## src/rtl/tlut_tile_accumulator.sv

```systemverilog
//----------------------------------------------------------------------------
// tlut_tile_accumulator
//
// Purpose:
//   Sits behind the adder tree of the TLUT multiply datapath. Successive
//   DIM_A-wide partial-sum vectors (one per K-tile) are summed into a bank of
//   saturating accumulators. After NUM_TILES vectors the finished result is
//   streamed out one element per beat, with back-pressure from the consumer.
//
// Ports:
//   clk        clock, all state changes on the rising edge
//   rst        asynchronous active-high reset
//   flush      synchronous abort of any accumulation or drain in progress
//   in_valid   in_data holds a valid partial vector
//   in_ready   block accepts in_data this cycle (high only in ACCUM)
//   in_data    packed partial vector, element i at [i*ACC_WIDTH +: ACC_WIDTH]
//   out_valid  out_data holds a valid result element (high only in DRAIN)
//   out_ready  consumer accepts the current element
//   out_data   result element
//   out_idx    index of the current element
//   out_last   current element is the final one (index DIM_A-1)
//   out_sat    current element clamped during accumulation
//   busy       accumulation in progress or result draining
//   state_dbg  current FSM state (0 = ACCUM, 1 = DRAIN) for observation
//
// Handshake: a transfer happens on a rising edge where valid and ready are
// both high. valid is never withdrawn and the payload never changes until the
// transfer happens; ready and valid are decoded from registered state only, so
// there is no combinational path from in_valid/out_ready to any output.
//----------------------------------------------------------------------------

`ifndef DIM_A
`define DIM_A 9
`endif

`ifndef ACC_WIDTH
`define ACC_WIDTH 8
`endif

module tlut_tile_accumulator #(
   parameter int DIM_A     = `DIM_A,
   parameter int ACC_WIDTH = `ACC_WIDTH,
   parameter int OUT_WIDTH = ACC_WIDTH + 4,
   parameter int NUM_TILES = 4
) (
   input  logic                                       clk,
   input  logic                                       rst,
   input  logic                                       flush,
   input  logic                                       in_valid,
   output logic                                       in_ready,
   input  logic [DIM_A*ACC_WIDTH-1:0]                 in_data,
   output logic                                       out_valid,
   input  logic                                       out_ready,
   output logic [OUT_WIDTH-1:0]                       out_data,
   output logic [(DIM_A > 1 ? $clog2(DIM_A) : 1)-1:0] out_idx,
   output logic                                       out_last,
   output logic                                       out_sat,
   output logic                                       busy,
   output logic                                       state_dbg
);

   localparam int IDX_W  = (DIM_A > 1) ? $clog2(DIM_A) : 1;
   localparam int TCNT_W = (NUM_TILES > 1) ? $clog2(NUM_TILES) : 1;

   localparam logic [IDX_W-1:0]  LAST_IDX  = IDX_W'(DIM_A - 1);
   localparam logic [TCNT_W-1:0] LAST_TILE = TCNT_W'(NUM_TILES - 1);

   localparam logic [0:0] S_ACCUM = 1'b0;
   localparam logic [0:0] S_DRAIN = 1'b1;

   logic [0:0]           state;
   logic [TCNT_W-1:0]    tile_cnt;
   logic [IDX_W-1:0]     elem_idx;
   logic [OUT_WIDTH-1:0] acc [DIM_A];
   logic [DIM_A-1:0]     sat;

   // Per-element datapath: the incoming element is widened by one bit beyond
   // OUT_WIDTH so the carry out of the add directly flags overflow.
   logic [OUT_WIDTH:0]   in_ext  [DIM_A];
   logic [OUT_WIDTH:0]   sum     [DIM_A];
   logic [OUT_WIDTH-1:0] add_sat [DIM_A];
   logic [DIM_A-1:0]     ovf;

   logic in_fire;
   logic out_fire;

   always_comb begin
      for (int i = 0; i < DIM_A; i++) begin
         in_ext[i]  = {{(OUT_WIDTH + 1 - ACC_WIDTH){1'b0}},
                       in_data[i*ACC_WIDTH +: ACC_WIDTH]};
         sum[i]     = {1'b0, acc[i]} + in_ext[i];
         ovf[i]     = sum[i][OUT_WIDTH];
         add_sat[i] = ovf[i] ? {OUT_WIDTH{1'b1}} : sum[i][OUT_WIDTH-1:0];
      end
   end

   // Handshake decode from registered state only.
   assign in_ready  = (state == S_ACCUM);
   assign out_valid = (state == S_DRAIN);
   assign in_fire   = in_valid & in_ready;
   assign out_fire  = out_valid & out_ready;

   always_ff @(posedge clk or posedge rst) begin
      if (rst) begin
         state    <= S_ACCUM;
         tile_cnt <= '0;
         elem_idx <= '0;
         sat      <= '0;
         for (int i = 0; i < DIM_A; i++) begin
            acc[i] <= '0;
         end
      end else if (flush) begin
         // Abort wins over any handshake this cycle. Accumulators are left
         // alone: the next tile-0 load overwrites them.
         state    <= S_ACCUM;
         tile_cnt <= '0;
         elem_idx <= '0;
         sat      <= '0;
      end else begin
         case (state)
            S_ACCUM: begin
               if (in_fire) begin
                  for (int i = 0; i < DIM_A; i++) begin
                     if (tile_cnt == '0) begin
                        // First tile of a result starts fresh.
                        acc[i] <= in_ext[i][OUT_WIDTH-1:0];
                        sat[i] <= 1'b0;
                     end else begin
                        acc[i] <= add_sat[i];
                        if (ovf[i]) begin
                           sat[i] <= 1'b1;
                        end
                     end
                  end
                  if (tile_cnt == LAST_TILE) begin
                     state    <= S_DRAIN;
                     tile_cnt <= '0;
                     elem_idx <= '0;
                  end else begin
                     tile_cnt <= tile_cnt + 1'b1;
                  end
               end
            end
            S_DRAIN: begin
               if (out_fire) begin
                  if (elem_idx == LAST_IDX) begin
                     elem_idx <= '0;
                     state    <= S_ACCUM;
                  end else begin
                     elem_idx <= elem_idx + 1'b1;
                  end
               end
            end
            default: begin
               state <= S_ACCUM;
            end
         endcase
      end
   end

   // Result outputs are forced to zero outside DRAIN so they read as idle
   // whenever out_valid is low, independent of stale accumulator contents.
   always_comb begin
      out_data = '0;
      out_sat  = 1'b0;
      out_last = 1'b0;
      out_idx  = '0;
      if (state == S_DRAIN) begin
         out_data = acc[elem_idx];
         out_sat  = sat[elem_idx];
         out_last = (elem_idx == LAST_IDX);
         out_idx  = elem_idx;
      end
   end

   assign busy      = (tile_cnt != '0) | (state == S_DRAIN);
   assign state_dbg = state;

endmodule

```

## config.mk

```make
export PLATFORM = sky130hd
export DESIGN_NAME = tlut_tile_accumulator
export DESIGN_NICKNAME = d
export VERILOG_FILES = /design/src/rtl/tlut_tile_accumulator.sv
export SDC_FILE = /design/constraint.sdc
export NUM_CORES = 1
export LEC_CHECK = 0
export ABC_CLOCK_PERIOD_IN_PS = 4900
export BUFFER_PORTS_ARGS = -buffer_cell sky130_fd_sc_hd__buf_2
export CAP_MARGIN = 30
export CORE_MARGIN = 8
export CORE_UTILIZATION = 47
export DETAILED_ROUTE_END_ITERATION = 10
export HOLD_SLACK_MARGIN = 0.03
export PLACE_DENSITY = 0.66
export SLEW_MARGIN = 20
export SYNTH_ARGS = -nofsm -noshare
export SYNTH_HDL_FRONTEND = slang
export SYNTH_SLANG_ARGS = --single-unit
export TNS_END_PERCENT = 5
```

## constraint.sdc

```tcl
create_clock -name clk -period 4.9 [get_ports clk]
set_clock_uncertainty 0.2 [all_clocks]
set_input_delay 0.735 -clock clk [delete_from_list [all_inputs] [get_ports clk]]
set_output_delay 0.735 -clock clk [all_outputs]
set_load 0.02 [all_outputs]
```

==> run_results.csv, run 1 <==
group,metric,value,unit
run_status,status,"completed",
final_layout,final_nets,1280,
timing,finalCriticalPeriod,3.46,ns
timing,max-slew-margin-rel,36.8,%
timing,setup_violations,0,
timing,post-route-period-util,70.5,%
cts,cts_root_buf,"clkbuf_16",
cts,clock_path_buffers,2,
cts,cts_max_level,4,
logic_synthesis,ys_ff_latch,124,
cts,clk_latency,0.42,ns
route,wl_per_cell,18.6,µm
final_layout,syn_to_final_growth,13.8,%
logic_synthesis,synth_edf_count,0,
setup_path,ff2ff_path_depth,8,
timing,worst_pin_slew,0.947,ns
timing,slew_viol_final,0,
logic_synthesis,async_flop_share,100,%
floorplanning,die_h,158,µm
setup_path,r2r-start,"acc[36]$_DFFE_PP0P_",
route,first_pass_iters,5,
setup_path,rrSetupSlack,2.04,ns
timing,clock.fmax,0.289,GHz
global_routing,track_usage,21.5,%
route,ant_nets,0,
final_layout,drive_gt1_share,17.7,%
timing,hold_viol,0,
cts,cts_made_buffers,17,
global_routing,grt-ovfl-total,0,
floorplanning,die_w,158,µm
cts,postCtsSetupBuffers,0,
setup_path,critPathMaxFanout,17,
setup_path,cp.arrival,2.52,ns
route,drc,0,
logic_synthesis,synth_most_common_cell,"dfrtp_1",
flow_run,cap_violations,0,
route,viasPerCell,5.95,
floorplanning,initial_core_util,47.4,%
min_path,hp-class,"input pin to async pin",
setup_path,cp.required,3.96,ns
logic_synthesis,ys_warn_count,0,
global_routing,first_global_vias,8198,
setup_path,crit_type,"flip-flop to output port",
logic_synthesis,netlist_area,9540,µm²
route,vias,8329,
timing,tns,0,ns
route,drt_iter0_markers,603,
final_layout,n_antenna_cell,0,
setup_path,crit_chain,"buf_16 > mux4_2 > mux2i_1 > o21ai_0 > buf_2",
setup_path,cp_slowest_stage_delay,0.70,ns
logic_synthesis,syn-num-nets,1202,
global_routing,antenna_found_initial,0,
logic_synthesis,yosysSeqAreaShare,32.5,%
placed_design,hpwl,19200,µm
logic_synthesis,yosys_most_used_dff,"dfrtp_1",
cts,post_cts_resized,0,
floorplanning,dieArea,25100,µm²
placed_design,io_buffers,98,
placed_design,place_ws,1.65,ns
setup_path,end_kind,"output port",
pwr,ir_drop,0.222,mV
floorplanning,coreArea,20100,µm²
global_routing,grt_pass1_wl,42500,µm
floorplanning,num_rows,52,
logic_synthesis,ys_top_cells_by_count,"dfrtp_1 (124), nand2_1 (117), o21ai_0 (99), ha_1 (76), o22ai_1 (67)",
logic_synthesis,yosysUniqueCellTypes,62,
cts,clock-sinks,124,
placed_design,place.gp.congestion,0.862,
route,wl,26000,µm
setup_path,setup.worst_path.start_class,"flip-flop",
global_routing,grt_max_degree,64,
setup_path,worst_r2r_endpoint,"acc[41]$_DFFE_PP0P_",
floorplanning,ios,99,
cts,clkTransAtPathRegs,0.06,ns
logic_synthesis,yosysTopAreaCell,"dfrtp_1",
logic_synthesis,avgSynthCellArea,9.17,µm²
logic_synthesis,yosys-top-cells-area,"dfrtp_1 (33%), ha_1 (10%), mux4_2 (6.1%)",
timing,setup_ws,1.45,ns
pwr,p_leak,0.00481,µW
logic_synthesis,synth_top_area_share,32.5,%
setup_path,critical_path_cell_count,5,
logic_synthesis,syn_inst,1040,
cts,cts_tree,"yes",
timing,rsz0062_at_grt,"no",
pwr,power_density,400,nW/µm²
setup_path,critical_path_buf_inv_count,2,
setup_path,cp_slowest_cell,"dfrtp_2",
setup_path,cp_top_family,"multiplexers",
cts,hold_buffers,0,
-- worst max path at each step --
stage / start / endpoint / slack, ns
3_5_place_dp: in_data[40] / acc[40]$_DFFE_PP0P_ / 1.65
4_1_cts: elem_idx[0]$_DFFE_PP0P_ / out_data[0] / 1.31
2_1_floorplan: rst / acc[0]$_DFFE_PP0P_ / 0.67
5_1_grt: elem_idx[0]$_DFFE_PP0P_ / out_data[9] / 1.35
3_3_place_gp: elem_idx[1]$_DFFE_PP0P_ / out_data[6] / 1.60
6_report: elem_idx[0]$_DFFE_PP0P_ / out_data[0] / 1.45
-- power by group --
| part | switching (µW) | internal, µW | total [µW] |
|---|---|---|---|
| Combinational | 892 | 717 | 1610 |
| Clock | 478 | 808 | 1290 |
| Sequential | 238 | 1210 | 1450 |
-- logic make-up (layout without fill, tap and decap cells) --
family          after synthesis  count (layout)  synth area share [%]
simple gates                286             286                  14.5
flops                       124             124                  32.5
mux                          40              40                  7.62
fa+ha+maj                    85              85                  11.9
compound gates              373             373                  25.0
buf+inv                      78             169                  3.46
xor+xnor                     54              54                  4.96
-- placed cells by master, fill, tap and decap left out, types with 34 or more instances in the layout --
cell type / instances
dfrtp_1: 122
nor2_1: 41
ha_1: 76
buf_2: 99
o21ai_0: 99
a21oi_1: 61
nand2_1: 117
a31oi_1: 35
nand3_1: 34
o22ai_1: 67
-- worst register-to-register path, stage by stage, from the launching register on --
cell	delay, ns
dfrtp_1	0.42
ha_1	0.22
fa_1	0.40
a21oi_1	0.25
o22ai_2	0.14
o31ai_2	0.46
o21ai_1	0.32
o22ai_1	0.21
o21ai_0	0.09
-- stage by stage --
step,std cells,power (µW),util (%),hold slack (ns),instance area [µm²]
4_1_cts,1400,4340,53.8,0.274,10800
5_1_grt,1401,4630,54.0,0.303,10900
2_1_floorplan,1040,2640,-,0.243,9540
3_3_place_gp,1367,3020,50.9,0.261,10200
6_report,1401,4340,54.0,0.278,10900
3_5_place_dp,1368,3060,50.9,0.262,10200
-- sequential cells by signal (all words and copies together), names as in the netlist --
register   count
elem_idx       4
out_valid      1
sat            9
acc          108
tile_cnt       2
-- routing by layer --
| metal | share of wire [%] | track usage [%] |
|---|---|---|
| met5 | 0 | 0 |
| met4 | 2.7 | 8.89 |
| met3 | 5.6 | 4.07 |
| met2 | 46 | 33.4 |
| met1 | 46 | 28.9 |
-- layout make-up --
class | instances | area, µm²
Clock buffer | 20 | 447
Clock inverter | 12 | 146
Fill cell | 1836 | 9250
Inverter | 28 | 108
Multi-Input combinational cell | 838 | 6120
Sequential cell | 124 | 3110
Tap cell | 270 | 338
Timing Repair Buffer | 109 | 591
Power figures use the tool's default switching activity.
==> run 2, diff against run 1 <==
--- a/config.mk
+++ b/config.mk
@@ -5,14 +5,15 @@
 export SDC_FILE = /design/constraint.sdc
 export NUM_CORES = 1
 export LEC_CHECK = 0
-export ABC_CLOCK_PERIOD_IN_PS = 4900
+export ABC_AREA = 1
+export ABC_CLOCK_PERIOD_IN_PS = 3100
 export BUFFER_PORTS_ARGS = -buffer_cell sky130_fd_sc_hd__buf_2
 export CAP_MARGIN = 30
 export CORE_MARGIN = 8
 export CORE_UTILIZATION = 47
 export DETAILED_ROUTE_END_ITERATION = 10
 export HOLD_SLACK_MARGIN = 0.03
-export PLACE_DENSITY = 0.66
+export PLACE_DENSITY = 0.68
 export SLEW_MARGIN = 20
 export SYNTH_ARGS = -nofsm -noshare
 export SYNTH_HDL_FRONTEND = slang
==> constraint.sdc (replaced) <==
create_clock -name clk -period 3.1 [get_ports clk]
set_clock_uncertainty 0.2 [all_clocks]
set_input_delay 0.465 -clock clk [delete_from_list [all_inputs] [get_ports clk]]
set_output_delay 0.465 -clock clk [all_outputs]
set_load 0.02 [all_outputs]
==> run_results.csv, run 2 <==
group,metric,value,unit
floorplanning,initial_core_util,47.3,%
logic_synthesis,avgSynthCellArea,6.32,µm²
timing,rsz0062_at_grt,"no",
logic_synthesis,yosys-top-cells-area,"dfrtp_1 (27%), nand2_1 (21%), ha_1 (8.3%)",
logic_synthesis,synth_top_area_share,27.2,%
global_routing,antenna_found_initial,0,
cts,clock-sinks,124,
timing,clock.fmax,0.329,GHz
placed_design,hpwl,26400,µm
floorplanning,num_rows,57,
final_layout,final_cells,2222,
cts,clk_latency,0.42,ns
timing,slew_viol_final,0,
floorplanning,die_w,172,µm
final_layout,top_register,"acc",
setup_path,cp_slowest_cell,"nor4_4",
global_routing,first_global_vias,11241,
setup_path,crit_chain,"inv_1 > nor4_4 > buf_4 > nand2_1 > a21oi_1 > buf_2",
logic_synthesis,yosysSeqAreaShare,27.2,%
global_routing,grt_max_degree,55,
final_layout,final_nets,2048,
route,wl_per_cell,15.6,µm
setup_path,critPathMaxFanout,16,
final_layout,final_util,53.3,%
logic_synthesis,synth_most_common_cell,"nand2_1",
logic_synthesis,ys_top_cells_by_count,"nand2_1 (641), nor2_1 (215), inv_1 (164), nand3_1 (141), dfrtp_1 (124)",
cts,cts_root_buf,"clkbuf_16",
final_layout,layout_commonest_cell,"nand2_1",
setup_path,critical_path_buf_inv_count,3,
pwr,p_leak,0.00673,µW
cts,cts_made_buffers,17,
setup_path,setup.worst_path.start_class,"flip-flop",
pwr,power_density,568,nW/µm²
global_routing,grt-ovfl-total,0,
timing,worst_pin_slew,0.840,ns
final_layout,drive_gt1_share,9.80,%
cts,clkTransAtPathRegs,0.05,ns
logic_synthesis,syn_inst,1805,
timing,finalCriticalPeriod,3.04,ns
logic_synthesis,synth_edf_count,0,
route,drt_iter0_markers,1084,
setup_path,end_kind,"output port",
logic_synthesis,yosysUniqueCellTypes,37,
min_path,hp-class,"input pin to flip-flop",
logic_synthesis,netlist_area,11400,µm²
route,ant_nets,0,
final_layout,fill_cells,2421,
route,viasPerCell,5.29,
logic_synthesis,ys_ff_latch,124,
floorplanning,dieArea,29500,µm²
logic_synthesis,syn-num-nets,1967,
setup_path,crit_type,"flip-flop to output port",
floorplanning,die_h,172,µm
final_layout,n_antenna_cell,0,
floorplanning,coreArea,24100,µm²
final_layout,largest_reg_flops,108,
cts,clock_path_buffers,2,
cts,cts_tree,"yes",
global_routing,grt_pass1_wl,56900,µm
setup_path,cp.required,2.43,ns
final_layout,layout_common_cells,"nand2_1 (641), nor2_1 (215), inv_1 (163)",
route,drc,0,
placed_design,place.gp.congestion,0.925,
route,vias,11750,
route,wl,34600,µm
final_layout,top_regs,"acc: 108 flops, sat: 9 flops, elem_idx: 4 flops",
pwr,ir_drop,0.362,mV
cts,postCtsSetupBuffers,0,
timing,hold_viol,0,
setup_path,cp.arrival,2.37,ns
floorplanning,ios,99,
global_routing,track_usage,24.1,%
route,first_pass_iters,5,
logic_synthesis,async_flop_share,100,%
timing,max-slew-margin-rel,43.9,%
timing,tns,0,ns
timing,post-route-period-util,98.0,%
logic_synthesis,ys_warn_count,0,
logic_synthesis,yosysTopAreaCell,"dfrtp_1",
setup_path,cp_top_family,"buffers and inverters",
placed_design,io_buffers,98,
final_layout,syn_to_final_growth,12.7,%
setup_path,cp_slowest_stage_delay,0.48,ns
logic_synthesis,yosys_most_used_dff,"dfrtp_1",
placed_design,dpl.cell_count,2190,
run_status,status,"completed",
cts,cts_max_level,4,
timing,setup_violations,0,
flow_run,cap_violations,0,
[run 2: changes by cell type after synthesis, sizes merged, moves of 15 or more]
cell and change:
a21o -33, mux4 -26, buf +20, nor2 +178, nand3 +109, o22ai -65, nor3 -19, o21ai +35
xor2 -15, nand2 +534, o211ai +22, a31oi -34, a21oi +15, inv +148
[run 2: path summary, 6_finish.rpt]
| kind | start | endpoint | slack, ns | cells past startpoint |
|---|---|---|---|---|
| worst max-delay path | elem_idx[3]$_DFFE_PP0P_ | out_data[8] | 0.06 | 6 |
| worst min-delay path | out_ready | out_valid$_DFF_PP0_ | 0.04 | 2 |
| worst max register to register | acc[0]$_DFFE_PP0P_ | acc[4]$_DFFE_PP0P_ | 0.66 | 10 |
| worst min register to register | sat[4]$_DFFE_PP0P_ | sat[4]$_DFFE_PP0P_ | 0.31 | 2 |
| max in group asynchronous | rst | sat[0]$_DFFE_PP0P_ | 1.43 | 4 |
| min in group asynchronous | rst | acc[100]$_DFFE_PP0P_ | 0.54 | 3 |
[run 2: timing repair]
item,4_1_cts,5_1_grt
gates resized for setup,0,3
hold buffers,1,0
setup endpoints to repair,0,5
endpoints found under the hold margin,25,0
[run 2: power breakdown]
group	switching, µW	leakage [µW]	internal (µW)
Sequential	355	0.00160	1870
Combinational	1720	0.00481	1090
Clock	738	0.000324	1530
[run 2: cells by family (layout without fill, tap and decap cells)]
kind of cell,count (synthesis),in the layout,share of synthesized area [%]
AOI/OAI and AO/OA,271,271,13.1
DFF,124,124,27.2
adders and majority gates,85,85,9.91
buffers and inverters,233,326,8.77
and+or+nand+nor,1040,1040,37.0
xor gates and xnor gates,52,52,3.99
[run 2: layer usage]
metal | track usage [%] | up-vias | share of wire [%]
met1 | 32.8 | 5346 | 47
met2 | 37.3 | 337 | 43
met5 | 0 | - | 0
li1 | - | 5993 | -
met3 | 4.77 | 74 | 6.5
met4 | 9.15 | 0 | 3.0
[run 2: through the flow]
step / hold WS [ns] / power, µW / setup WS [ns] / instance area [µm²]
5_1_grt: 0.0343 / 7860 / 0.00903 / 12900
6_report: 0.0441 / 7310 / 0.0607 / 12900
3_5_place_dp: 0.293 / 5020 / 0.498 / 12200
3_3_place_gp: 0.277 / 5000 / 0.508 / 12200
4_1_cts: 0.0303 / 7320 / 0.0975 / 12900
2_1_floorplan: 0.257 / 4270 / 0.910 / 11400
[run 2: cell type report]
class | instances | area [µm²] | share of cell area (%)
timing repair buffer | 119 | 704 | 5.48
multi-input combinational | 1448 | 7310 | 56.8
clock buffer | 25 | 505 | 3.93
sequential | 124 | 3110 | 24.2
clock inverter | 6 | 155 | 1.21
inverter | 176 | 674 | 5.24
tap | 324 | 405 | 3.15
